<file path="config.mk">
export PLATFORM = sky130hd
export DESIGN_NAME = cnn_layer_sequencer
export DESIGN_NICKNAME = d
export VERILOG_FILES = /design/src/rtl/cnn_layer_sequencer.sv
export SDC_FILE = /design/constraint.sdc
export NUM_CORES = 1
export LEC_CHECK = 0
export ABC_CLOCK_PERIOD_IN_PS = 2700
export CORE_ASPECT_RATIO = 0.7
export CORE_MARGIN = 4
export CORE_UTILIZATION = 50
export DETAILED_ROUTE_END_ITERATION = 6
export PLACE_DENSITY_LB_ADDON = 0.3
export RECOVER_POWER = 100
export SLEW_MARGIN = 40
export SYNTH_ARGS = -nofsm -noshare
export SYNTH_HDL_FRONTEND = slang
export SYNTH_SLANG_ARGS = --single-unit
</file>
<file path="constraint.sdc">
create_clock -name clk -period 2.7 [get_ports clk]
set_input_delay 0.405 -clock clk [delete_from_list [all_inputs] [get_ports clk]]
set_output_delay 0.405 -clock clk [all_outputs]
set_load 0.01 [all_outputs]
</file>
<file path="src/rtl/cnn_layer_sequencer.sv">
// Inference-pass sequencer: walks conv windows, then FC class/feature pairs, with credit-limited conv requests.
// Optional build macro SEQ_PERF_CNT_EN adds stall_cyc / pass_cyc performance counters.
module cnn_layer_sequencer #(
  parameter int IMG     = 28,
  parameter int K       = 5,
  parameter int NF      = 8,
  parameter int NCLS    = 10,
  parameter int FC_LEN  = 1152,
  parameter int MAX_OUT = 4
) (
  input  logic        clk,
  input  logic        rst,
  input  logic        start,
  output logic        busy,
  output logic        done,
  output logic        err,
  output logic        conv_valid,
  input  logic        conv_ready,
  output logic [2:0]  conv_filt,
  output logic [4:0]  conv_row,
  output logic [4:0]  conv_col,
  output logic        conv_last,
  input  logic        conv_resp,
  output logic        fc_valid,
  input  logic        fc_ready,
  output logic [3:0]  fc_class,
  output logic [10:0] fc_idx,
  output logic        fc_last,
  input  logic        fc_resp
`ifdef SEQ_PERF_CNT_EN
  ,
  output logic [31:0] stall_cyc,
  output logic [31:0] pass_cyc
`endif
);

  localparam logic [4:0]  WIN_MAX  = 5'(IMG - K);
  localparam logic [2:0]  FILT_MAX = 3'(NF - 1);
  localparam logic [3:0]  CLS_MAX  = 4'(NCLS - 1);
  localparam logic [3:0]  CLS_NUM  = 4'(NCLS);
  localparam logic [10:0] IDX_MAX  = 11'(FC_LEN - 1);
  localparam logic [2:0]  OUT_MAX  = 3'(MAX_OUT);

  typedef enum logic [2:0] {IDLE, CONV, CONV_DRAIN, FC, FC_DRAIN, DONE} state_t;

  state_t      state_reg, state_next;
  logic [2:0]  filt_reg, filt_next;
  logic [4:0]  row_reg, row_next;
  logic [4:0]  col_reg, col_next;
  logic [3:0]  cls_reg, cls_next;
  logic [10:0] idx_reg, idx_next;
  logic [2:0]  out_reg, out_next;
  logic [3:0]  resp_cnt_reg, resp_cnt_next;
  logic [3:0]  issued_reg, issued_next;
  logic        busy_reg, busy_next;
  logic        done_reg, done_next;
  logic        err_reg, err_next;
  logic        conv_valid_reg, conv_valid_next;
  logic        conv_last_reg, conv_last_next;
  logic        fc_valid_reg, fc_valid_next;
  logic        fc_last_reg, fc_last_next;
  logic        conv_acc, fc_acc, conv_resp_ok, fc_resp_ok;

  always_comb begin
    conv_acc      = conv_valid_reg & conv_ready;
    fc_acc        = fc_valid_reg & fc_ready;
    conv_resp_ok  = conv_resp && (out_reg != 3'd0);
    // a class response is only legal once that class's last feature was accepted
    fc_resp_ok    = fc_resp && (resp_cnt_reg < issued_reg);

    state_next    = state_reg;
    filt_next     = filt_reg;
    row_next      = row_reg;
    col_next      = col_reg;
    cls_next      = cls_reg;
    idx_next      = idx_reg;
    issued_next   = issued_reg;
    resp_cnt_next = resp_cnt_reg;
    out_next      = out_reg;
    err_next      = err_reg | (conv_resp & ~conv_resp_ok) | (fc_resp & ~fc_resp_ok);

    if (conv_acc && !conv_resp_ok)
      out_next = out_reg + 3'd1;
    else if (!conv_acc && conv_resp_ok)
      out_next = out_reg - 3'd1;
    if (fc_resp_ok)
      resp_cnt_next = resp_cnt_reg + 4'd1;

    case (state_reg)
      IDLE: begin
        if (start) begin
          state_next    = CONV;
          filt_next     = 3'd0;
          row_next      = 5'd0;
          col_next      = 5'd0;
          cls_next      = 4'd0;
          idx_next      = 11'd0;
          issued_next   = 4'd0;
          resp_cnt_next = 4'd0;
          out_next      = 3'd0;
          err_next      = 1'b0;
        end
      end
      CONV: begin
        if (conv_acc) begin
          if (col_reg == WIN_MAX) begin
            col_next = 5'd0;
            if (row_reg == WIN_MAX) begin
              row_next  = 5'd0;
              filt_next = (filt_reg == FILT_MAX) ? 3'd0 : filt_reg + 3'd1;
            end else begin
              row_next = row_reg + 5'd1;
            end
          end else begin
            col_next = col_reg + 5'd1;
          end
          if (conv_last_reg)
            state_next = CONV_DRAIN;
        end
      end
      CONV_DRAIN: begin
        if (out_next == 3'd0)
          state_next = FC;
      end
      FC: begin
        if (fc_acc) begin
          if (idx_reg == IDX_MAX) begin
            idx_next    = 11'd0;
            cls_next    = (cls_reg == CLS_MAX) ? 4'd0 : cls_reg + 4'd1;
            issued_next = issued_reg + 4'd1;
            if (cls_reg == CLS_MAX)
              state_next = FC_DRAIN;
          end else begin
            idx_next = idx_reg + 11'd1;
          end
        end
      end
      FC_DRAIN: begin
        if (resp_cnt_next == CLS_NUM)
          state_next = DONE;
      end
      DONE:    state_next = IDLE;
      default: state_next = IDLE;
    endcase

    // outputs are registered copies of what the next state will present
    busy_next       = (state_next != IDLE);
    done_next       = (state_next == DONE);
    conv_valid_next = (state_next == CONV) && (out_next < OUT_MAX);
    conv_last_next  = (state_next == CONV) && (filt_next == FILT_MAX) &&
                      (row_next == WIN_MAX) && (col_next == WIN_MAX);
    fc_valid_next   = (state_next == FC);
    fc_last_next    = (state_next == FC) && (idx_next == IDX_MAX);
  end

  always_ff @(posedge clk or negedge rst) begin
    if (!rst) begin
      state_reg      <= IDLE;
      filt_reg       <= 3'd0;
      row_reg        <= 5'd0;
      col_reg        <= 5'd0;
      cls_reg        <= 4'd0;
      idx_reg        <= 11'd0;
      out_reg        <= 3'd0;
      resp_cnt_reg   <= 4'd0;
      issued_reg     <= 4'd0;
      busy_reg       <= 1'b0;
      done_reg       <= 1'b0;
      err_reg        <= 1'b0;
      conv_valid_reg <= 1'b0;
      conv_last_reg  <= 1'b0;
      fc_valid_reg   <= 1'b0;
      fc_last_reg    <= 1'b0;
    end else begin
      state_reg      <= state_next;
      filt_reg       <= filt_next;
      row_reg        <= row_next;
      col_reg        <= col_next;
      cls_reg        <= cls_next;
      idx_reg        <= idx_next;
      out_reg        <= out_next;
      resp_cnt_reg   <= resp_cnt_next;
      issued_reg     <= issued_next;
      busy_reg       <= busy_next;
      done_reg       <= done_next;
      err_reg        <= err_next;
      conv_valid_reg <= conv_valid_next;
      conv_last_reg  <= conv_last_next;
      fc_valid_reg   <= fc_valid_next;
      fc_last_reg    <= fc_last_next;
    end
  end

  assign busy       = busy_reg;
  assign done       = done_reg;
  assign err        = err_reg;
  assign conv_valid = conv_valid_reg;
  assign conv_filt  = filt_reg;
  assign conv_row   = row_reg;
  assign conv_col   = col_reg;
  assign conv_last  = conv_last_reg;
  assign fc_valid   = fc_valid_reg;
  assign fc_class   = cls_reg;
  assign fc_idx     = idx_reg;
  assign fc_last    = fc_last_reg;

`ifdef SEQ_PERF_CNT_EN
  logic [31:0] stall_reg, stall_next;
  logic [31:0] pass_reg, pass_next;
  logic        stalled;

  always_comb begin
    // throttle: in CONV but holding valid low because the credit limit is reached
    stalled    = (conv_valid_reg & ~conv_ready) | (fc_valid_reg & ~fc_ready) |
                 ((state_reg == CONV) && (out_reg >= OUT_MAX));
    stall_next = stall_reg;
    pass_next  = pass_reg;
    if (state_reg == IDLE) begin
      if (start) begin
        stall_next = 32'd0;
        pass_next  = 32'd0;
      end
    end else begin
      if (stalled && (stall_reg != 32'hFFFF_FFFF))
        stall_next = stall_reg + 32'd1;
      if (pass_reg != 32'hFFFF_FFFF)
        pass_next = pass_reg + 32'd1;
    end
  end

  always_ff @(posedge clk or negedge rst) begin
    if (!rst) begin
      stall_reg <= 32'd0;
      pass_reg  <= 32'd0;
    end else begin
      stall_reg <= stall_next;
      pass_reg  <= pass_next;
    end
  end

  assign stall_cyc = stall_reg;
  assign pass_cyc  = pass_reg;
`endif

endmodule

</file>
==> metrics.md, run 1 <==
| Metric | Value |
|---|---|
| Avg WL per Cell | `between 15 and 20 µm` |
| Leakage | `about 1.6 nW` |
| Top cells by count, synth | `dfrtp_1 (49), nand2_1 (32), nor2_1 (27)` |
| Largest register FFs | `11` |
| Status | `complete, no violations` |
| Syn Inst Count | `320` |
| Slew @ Worst Pin | `about 1200 ps` |
| Finish-stage setup viols | `0` |
| Post-synth top area cell | `dfrtp_1` |
| Fin crit period | `around 2400 ps` |
| Met1 Use GR | `30.9%` |
| Clk_skew | `roughly 4.7 ps` |
| CTS HTree Levels | `2` |
| Top-area cell type share of the netlist area | `about two fifths` |
| Hold Path Class | `input port to async pin` |
| WP data required | `2890 ps` |
| Tcrit/Tclk final | `about 90%` |
| Peak VDD IR | `between 0.2 and 0.25 mV` |
| Internal reg-to-reg setup slack | `~270 ps` |
| Cell Area, Synth | `2960 µm²` |
| Crit. End Element | `flop` |
| Setup bufs post-CTS | `0` |
| Worst EP arrival | `2610 ps` |
| Worst reg2reg path endpoint | `fc_class[3]` |
| Avg Inst Size Synth | `9.25 µm²` |
| Initial antenna violation count | `0` |
| Dominant synthesized flop cell | `dfrtp_1` |
| Final hold vios | `0` |
| Share of post-route cells with drive strength above 1 | `6.30%` |
| WS Path Type | `flop to flop` |
| Routed Antenna Nets | `0` |
| Port buffer count | `41` |
| Count leader, synth | `dfrtp_1` |
| Async SR Flop Fraction | `100%` |
| Tot GR Track Use | `21.4%` |
| Post-route insts no fill | `440` |
| Worst-path fanout max | `11` |
| Number of flops mapped to enable cells by yosys | `0` |
| 1st-iter DRT viols | `between 200 and 300` |
| Largest net degree at the start of global routing | `50` |
| Setup TNS | `0 ps` |
| Initial DRT Pass Iterations | `5` |
| Ant. Diodes | `0` |
| Reg2reg start | `state_reg[0]` |
| Post-CTS sizing | `0` |
| Total wire length | `about 7400 µm` |
| RSZ-0062 raised after global routing | `no` |
| Cts bufs inserted | `5` |
| Dpl cells | `between 400 and 500` |
| Area growth syn-to-layout | `19.6%` |
| Net count, final | `roughly 390` |
| Vias per inst | `about 6.2` |
| Worst-Skew Late Latency | `300 ps` |
| #FFs+latches synth | `a little under 50` |
| Relative slew slack | `roughly 19%` |
| Fill count | `496` |
| Seq/Total Area, Yosys | `~41%` |
| Die height | `between 70 and 80 µm` |
| Fin. max-slew vios | `0` |
| Critical path launch point type | `flop` |
| Die ar. | `roughly 7200 µm²` |
| HPWL Detailed | `around 5500 µm` |
| Grt met3 use | `6.15%` |
| Clock Path Buffers | `2` |
| Clk root buf | `clkbuf_8` |
| Mapped Nets | `about 340` |
| Num ports | `between 40 and 50` |
| Final hold slack | `433 ps` |
| Top cells by area, synth | `dfrtp_1 (41%), ha_1 (6.3%), nand2_1 (4.1%), o21ai_0 (3.7%), nor2_1 (3.4%)` |
| FF-to-FF path depth | `6` |
| Row count | `23` |
| GRT busiest layer | `met2` |
| Gpl congestion | `0.912` |
| Total gr overflow | `0` |
| Max cap viols | `0` |
| Routed vias | `~2700` |
| Warnings from Yosys | `0` |
| CTS tree | `done` |
| Synth unique cells | `57` |
| Pwr/cell area | `about 560 nW/µm²` |
| CTS clk-pin slew, worst paths | `approximately 90 ps` |
| DRC | `0` |
| Met2 usage | `approximately a third` |
| Max Fclk | `a little over 400 MHz` |
| CTS Hold Bufs | `0` |
| Overall die width | `between 90 and 100 µm` |
| Starting Density | `about half` |
| Core area | `~5700 µm²` |
| Number of global-route vias before repair | `2543` |
| First-pass GRT wire length | `roughly 12000 µm` |
| Num Clock Sinks | `~50` |
[worst max-delay path, stage by stage (launching register included)]
cell and delay [ps]:
dfrtp_1 500, clkbuf_1 240, or3b_2 470, a21oi_1 210, o21ai_0 310, buf_4 260, o41ai_1 320
[worst max path at each step]
stage / slack [ps] / endpoint / cells past startpoint / start
after floorplan: 660 / fc_last / 6 / fc_idx[5]
after global placement: 210 / fc_last / 7 / fc_ready
after detailed placement: 100 / fc_last / 7 / fc_ready
after CTS: 360 / conv_last / 5 / state_reg[0]
after global routing: 80 / fc_last / 8 / fc_idx[0]
final: 270 / fc_class[3] / 6 / state_reg[0]
[metrics by stage]
stage | power [mW] | instance area [µm²] | utilization (%) | worst slack [ps]
global placement | 1.47 | 3460 | 60.5 | 210
floorplan | 1.29 | 2960 | - | 661
finish | 1.97 | 3540 | 61.8 | 273
detailed placement | 1.49 | 3460 | 60.5 | 99.7
global route | 2.10 | 3540 | 61.8 | 77.0
CTS | 2.00 | 3570 | 62.3 | 359
[area by class of cell]
type / count / area [µm²] / area share [%]
clock inverter: 2 / 35.0 / 0.990
tap: 75 / 93.8 / 2.65
timing repair buffer: 49 / 452 / 12.8
inverter: 12 / 45.0 / 1.27
sequential: 49 / 1230 / 34.6
clock buffer: 5 / 68.8 / 1.94
multi-input combinational: 248 / 1620 / 45.7
[power by group]
part | switching (mW) | internal [mW] | leakage [nW] | total, mW
clock | 0.236 | 0.269 | 0.0540 | 0.506
combinational | 0.300 | 0.250 | 0.919 | 0.550
sequential | 0.101 | 0.814 | 0.656 | 0.915
[per-layer routing]
layer	part of all wire [%]	wire length [µm]	vias to the layer above
li1	-	-	1282
met1	48	3500	1322
met2	43	3180	115
met3	8.3	614	6
met4	0.80	59	0
met5	0	0	-
[cell families (layout without fill, tap and decap cells)]
| logic type | after synthesis | count (layout) | share of synthesized area [%] |
|---|---|---|---|
| flops | 49 | 49 | 41.4 |
| xor+xnor | 9 | 9 | 2.66 |
| simple gates | 138 | 138 | 25.8 |
| buf+inv | 23 | 68 | 3.42 |
| mux | 6 | 6 | 2.20 |
| compound gates | 80 | 80 | 18.1 |
| fa+ha+maj | 15 | 15 | 6.34 |
[cells in the final DEF, fill, tap and decap left out, drive strengths merged, types with 3 or more instances in the layout]
| cell type | synthesis | routed |
|---|---|---|
| dfrtp | 49 | 49 |
| nor4 | 4 | 4 |
| and3 | 6 | 6 |
| xnor2 | 6 | 6 |
| nand3 | 17 | 17 |
| and2 | 4 | 4 |
| clkdlybuf4s50 | 0 | 5 |
| buf | 8 | 5 |
| o21ai | 23 | 23 |
| mux2 | 4 | 4 |
| nor2b | 3 | 3 |
| nand4b | 3 | 3 |
| nand3b | 5 | 5 |
| nor2 | 27 | 27 |
| xor2 | 3 | 3 |
| dlygate4sd3 | 0 | 35 |
| a31o | 3 | 3 |
| nand2b | 7 | 7 |
| nand4 | 9 | 9 |
| a21oi | 15 | 15 |
| and4 | 3 | 3 |
| ha | 15 | 15 |
| a31oi | 3 | 3 |
| nor3 | 7 | 7 |
| nor4b | 3 | 3 |
| nand2 | 32 | 32 |
| a22o | 5 | 5 |
| inv | 12 | 12 |
| o31a | 3 | 3 |
| clkbuf | 3 | 9 |
| o21a | 4 | 4 |
No activity file was read; power rests on OpenSTA's default activity.
==> inputs of run 2 (changes only) <==
- HOLD_SLACK_MARGIN: unset -> 0.08
- SETUP_SLACK_MARGIN: unset -> 0.02
==> results of run 2 <==
Same layout as run 1: the final DEF is identical, and so are final timing and power.
==> inputs of run 3 (changes only) <==
- DONT_BUFFER_PORTS: unset -> 1
==> metrics.md, run 3 (synthesis gave the netlist of run 1 again) <==
| Metric | Value |
|---|---|
| Status | `complete, no violations` |
| Num ports | `42 (unchanged)` |
| CTS tree | `done` |
| Gpl congestion | `0.871 (-4.5%)` |
| Row count | `23 (unchanged)` |
| Avg WL per Cell | `17.5 µm (+4.5%)` |
| Finish-stage setup viols | `0 (unchanged)` |
| DRC | `0 (unchanged)` |
| Worst-path fanout max | `10 (-1)` |
| CP peak stage delay | `490 ps (about the same)` |
| Dpl cells | `387 (-11%)` |
| Initial antenna violation count | `0 (unchanged)` |
| RSZ-0062 raised after global routing | `no` |
| Clock share of power | `28.3% (+2.6 points)` |
| Crit. End Element | `flop` |
| Pwr/cell area | `622 nW/µm² (+12%)` |
| Die height | `72.4 µm (unchanged)` |
| Routed vias | `2508 (-8.0%)` |
| Die ar. | `7230 µm² (unchanged)` |
| Max cap viols | `0 (unchanged)` |
| CTS HTree Levels | `2 (unchanged)` |
| Largest net degree at the start of global routing | `50 (unchanged)` |
| Logic gate share of total power | `23.4% (-4.5 points)` |
| Most frequent cells in the layout | `dfrtp_1 (49), nand2_1 (32), nor2_1 (27)` |
| Hold Path Class | `input port to flop` |
| 1st-iter DRT viols | `184 (-36%)` |
| Area growth syn-to-layout | `6.05%` |
| Final hold slack | `268 ps (-165 ps)` |
| Area of the multi-input gates | `1630 µm² (+0.46%)` |
| HPWL Detailed | `5130 µm (-6.2%)` |
| Leakage | `1.37 nW (-16%)` |
| Final Cell Area | `3140 µm² (-11%)` |
| Clock Path Buffers | `2 (unchanged)` |
| FF/Latch Area | `1230 µm² (unchanged)` |
| Setup bufs post-CTS | `0 (unchanged)` |
| Peak VDD IR | `0.337 mV (+35%)` |
| Ant. Diodes | `0 (unchanged)` |
| Port buffer count | `0 (-100%)` |
| Placement Setup Slack | `305 ps (+205 ps)` |
| Vias per inst | `6.32 (+2.0%)` |
| Tot GR Track Use | `19.8% (-1.5 points)` |
| Total power | `1.95 mW (-0.92%)` |
| Share of post-route cells with drive strength above 1 | `6.52% (+0.22 points)` |
| Final worst setup slack | `300 ps (+26.6 ps)` |
| Psw | `642 µW (+0.65%)` |
| First-pass GRT wire length | `11500 µm (-8.0%)` |
| Fin crit period | `2400 ps (-26.6 ps)` |
| Final hold vios | `0 (unchanged)` |
| Initial DRT Pass Iterations | `5 (unchanged)` |
| Number of global-route vias before repair | `2191 (-14%)` |
| Total gr overflow | `0 (unchanged)` |
| Relative slew slack | `17.9% (-1.3 points)` |
| Fin. max-slew vios | `0 (unchanged)` |
| Worst EP arrival | `2590 ps (-20 ps)` |
| Fill count | `504 (+1.6%)` |
| WP data required | `2890 ps (about the same)` |
| Worst-Skew Late Latency | `300 ps (about the same)` |
| Worst path top cell family by delay | `simple AND/OR/NAND/NOR gates` |
| Setup TNS | `0 ps (unchanged)` |
| DP Area | `3020 µm² (-13%)` |
| Overall die width | `100 µm (unchanged)` |
| Cts bufs inserted | `5 (unchanged)` |
| Critical path launch point type | `flop` |
| Cells along the critical path | `ha_1 -> nor2b_1 -> and2_0 -> a31o_2 -> nand2_1 -> a41oi_1 -> inv_1 -> and4_1` |
| Largest register FFs | `11 (unchanged)` |
| Core area | `5730 µm² (unchanged)` |
| Leading cell type in the layout, fill and taps excluded | `dfrtp_1` |
| Starting Density | `51.7% (unchanged)` |
| Post-route insts no fill | `397 (-9.8%)` |
| Tcrit/Tclk final | `88.9% (-0.99 points)` |
| Sequential power share | `48.2% (+1.8 points)` |
| Clk_skew | `12.6 ps (+8.00 ps)` |
| Max Fclk | `417 MHz (+1.1%)` |
| Critical-path top delay cell | `dfrtp_1` |
| Net count, final | `343 (-11%)` |
| Pint | `1.31 mW (-1.7%)` |
| Worst Path Buf+Inv | `1 (-1)` |
| Num Clock Sinks | `49 (unchanged)` |
| Slew @ Worst Pin | `1230 ps (+19.8 ps)` |
| Total wire length | `6930 µm (-5.8%)` |
| CTS clk-pin slew, worst paths | `100 ps (about the same)` |
| Final Core Density | `54.8% (-7.0 points)` |
| WS Path Type | `flop to flop` |
| Routed Antenna Nets | `0 (unchanged)` |
| Switch share | `32.9% (+0.51 points)` |
| Clk root buf | `clkbuf_8` |
[run 3: cell type report]
cell class | count | share of cell area [%]
multi-input cells | 248 | 51.8
flip-flops and latches | 49 | 39.1
well taps | 75 | 2.99
clock buffers | 6 | 2.63
inverters | 12 | 1.44
clock inverters | 2 | 1.20
repair buffers | 5 | 0.837
[run 3: worst paths after layout]
check                                   start       endpoint  slack [ps]  cells past startpoint
max in group asynchronous                 rst    conv_row[1]        1050                      2
worst min-delay path                  fc_resp            err         270                      2
min in group asynchronous                 rst  issued_reg[2]         890                      2
worst max-delay path                fc_idx[1]        fc_last         300                      8
worst max register to register      fc_idx[1]        fc_last         300                      8
worst min register to register  issued_reg[1]  issued_reg[1]         550                      2
[run 3: repair_timing]
item | 4_1_cts | 5_1_grt
resized for setup | 0 | 1
hold buffers | 2 | 0
endpoints found under the hold margin | 49 | 0
endpoints found under the setup margin | 0 | 1
[run 3: power groups by stage]
| stage | clock (mW) | sequential [mW] | combinational, mW |
|---|---|---|---|
| after floorplan | 0 | 0.922 | 0.365 |
| after global placement | 0 | 0.949 | 0.431 |
| after detailed placement | 0 | 0.956 | 0.438 |
| after CTS | 0.567 | 0.941 | 0.464 |
| after global routing | 0.597 | 0.955 | 0.531 |
| final | 0.553 | 0.942 | 0.458 |
[run 3: per-layer routing]
layer,vias to the layer above,part of all wire [%],GRT usage (%)
met5,-,0,0
met4,0,0.48,3.64
met2,99,42,27.1
met1,1203,48,30.7
li1,1202,-,-
met3,4,9.7,6.34
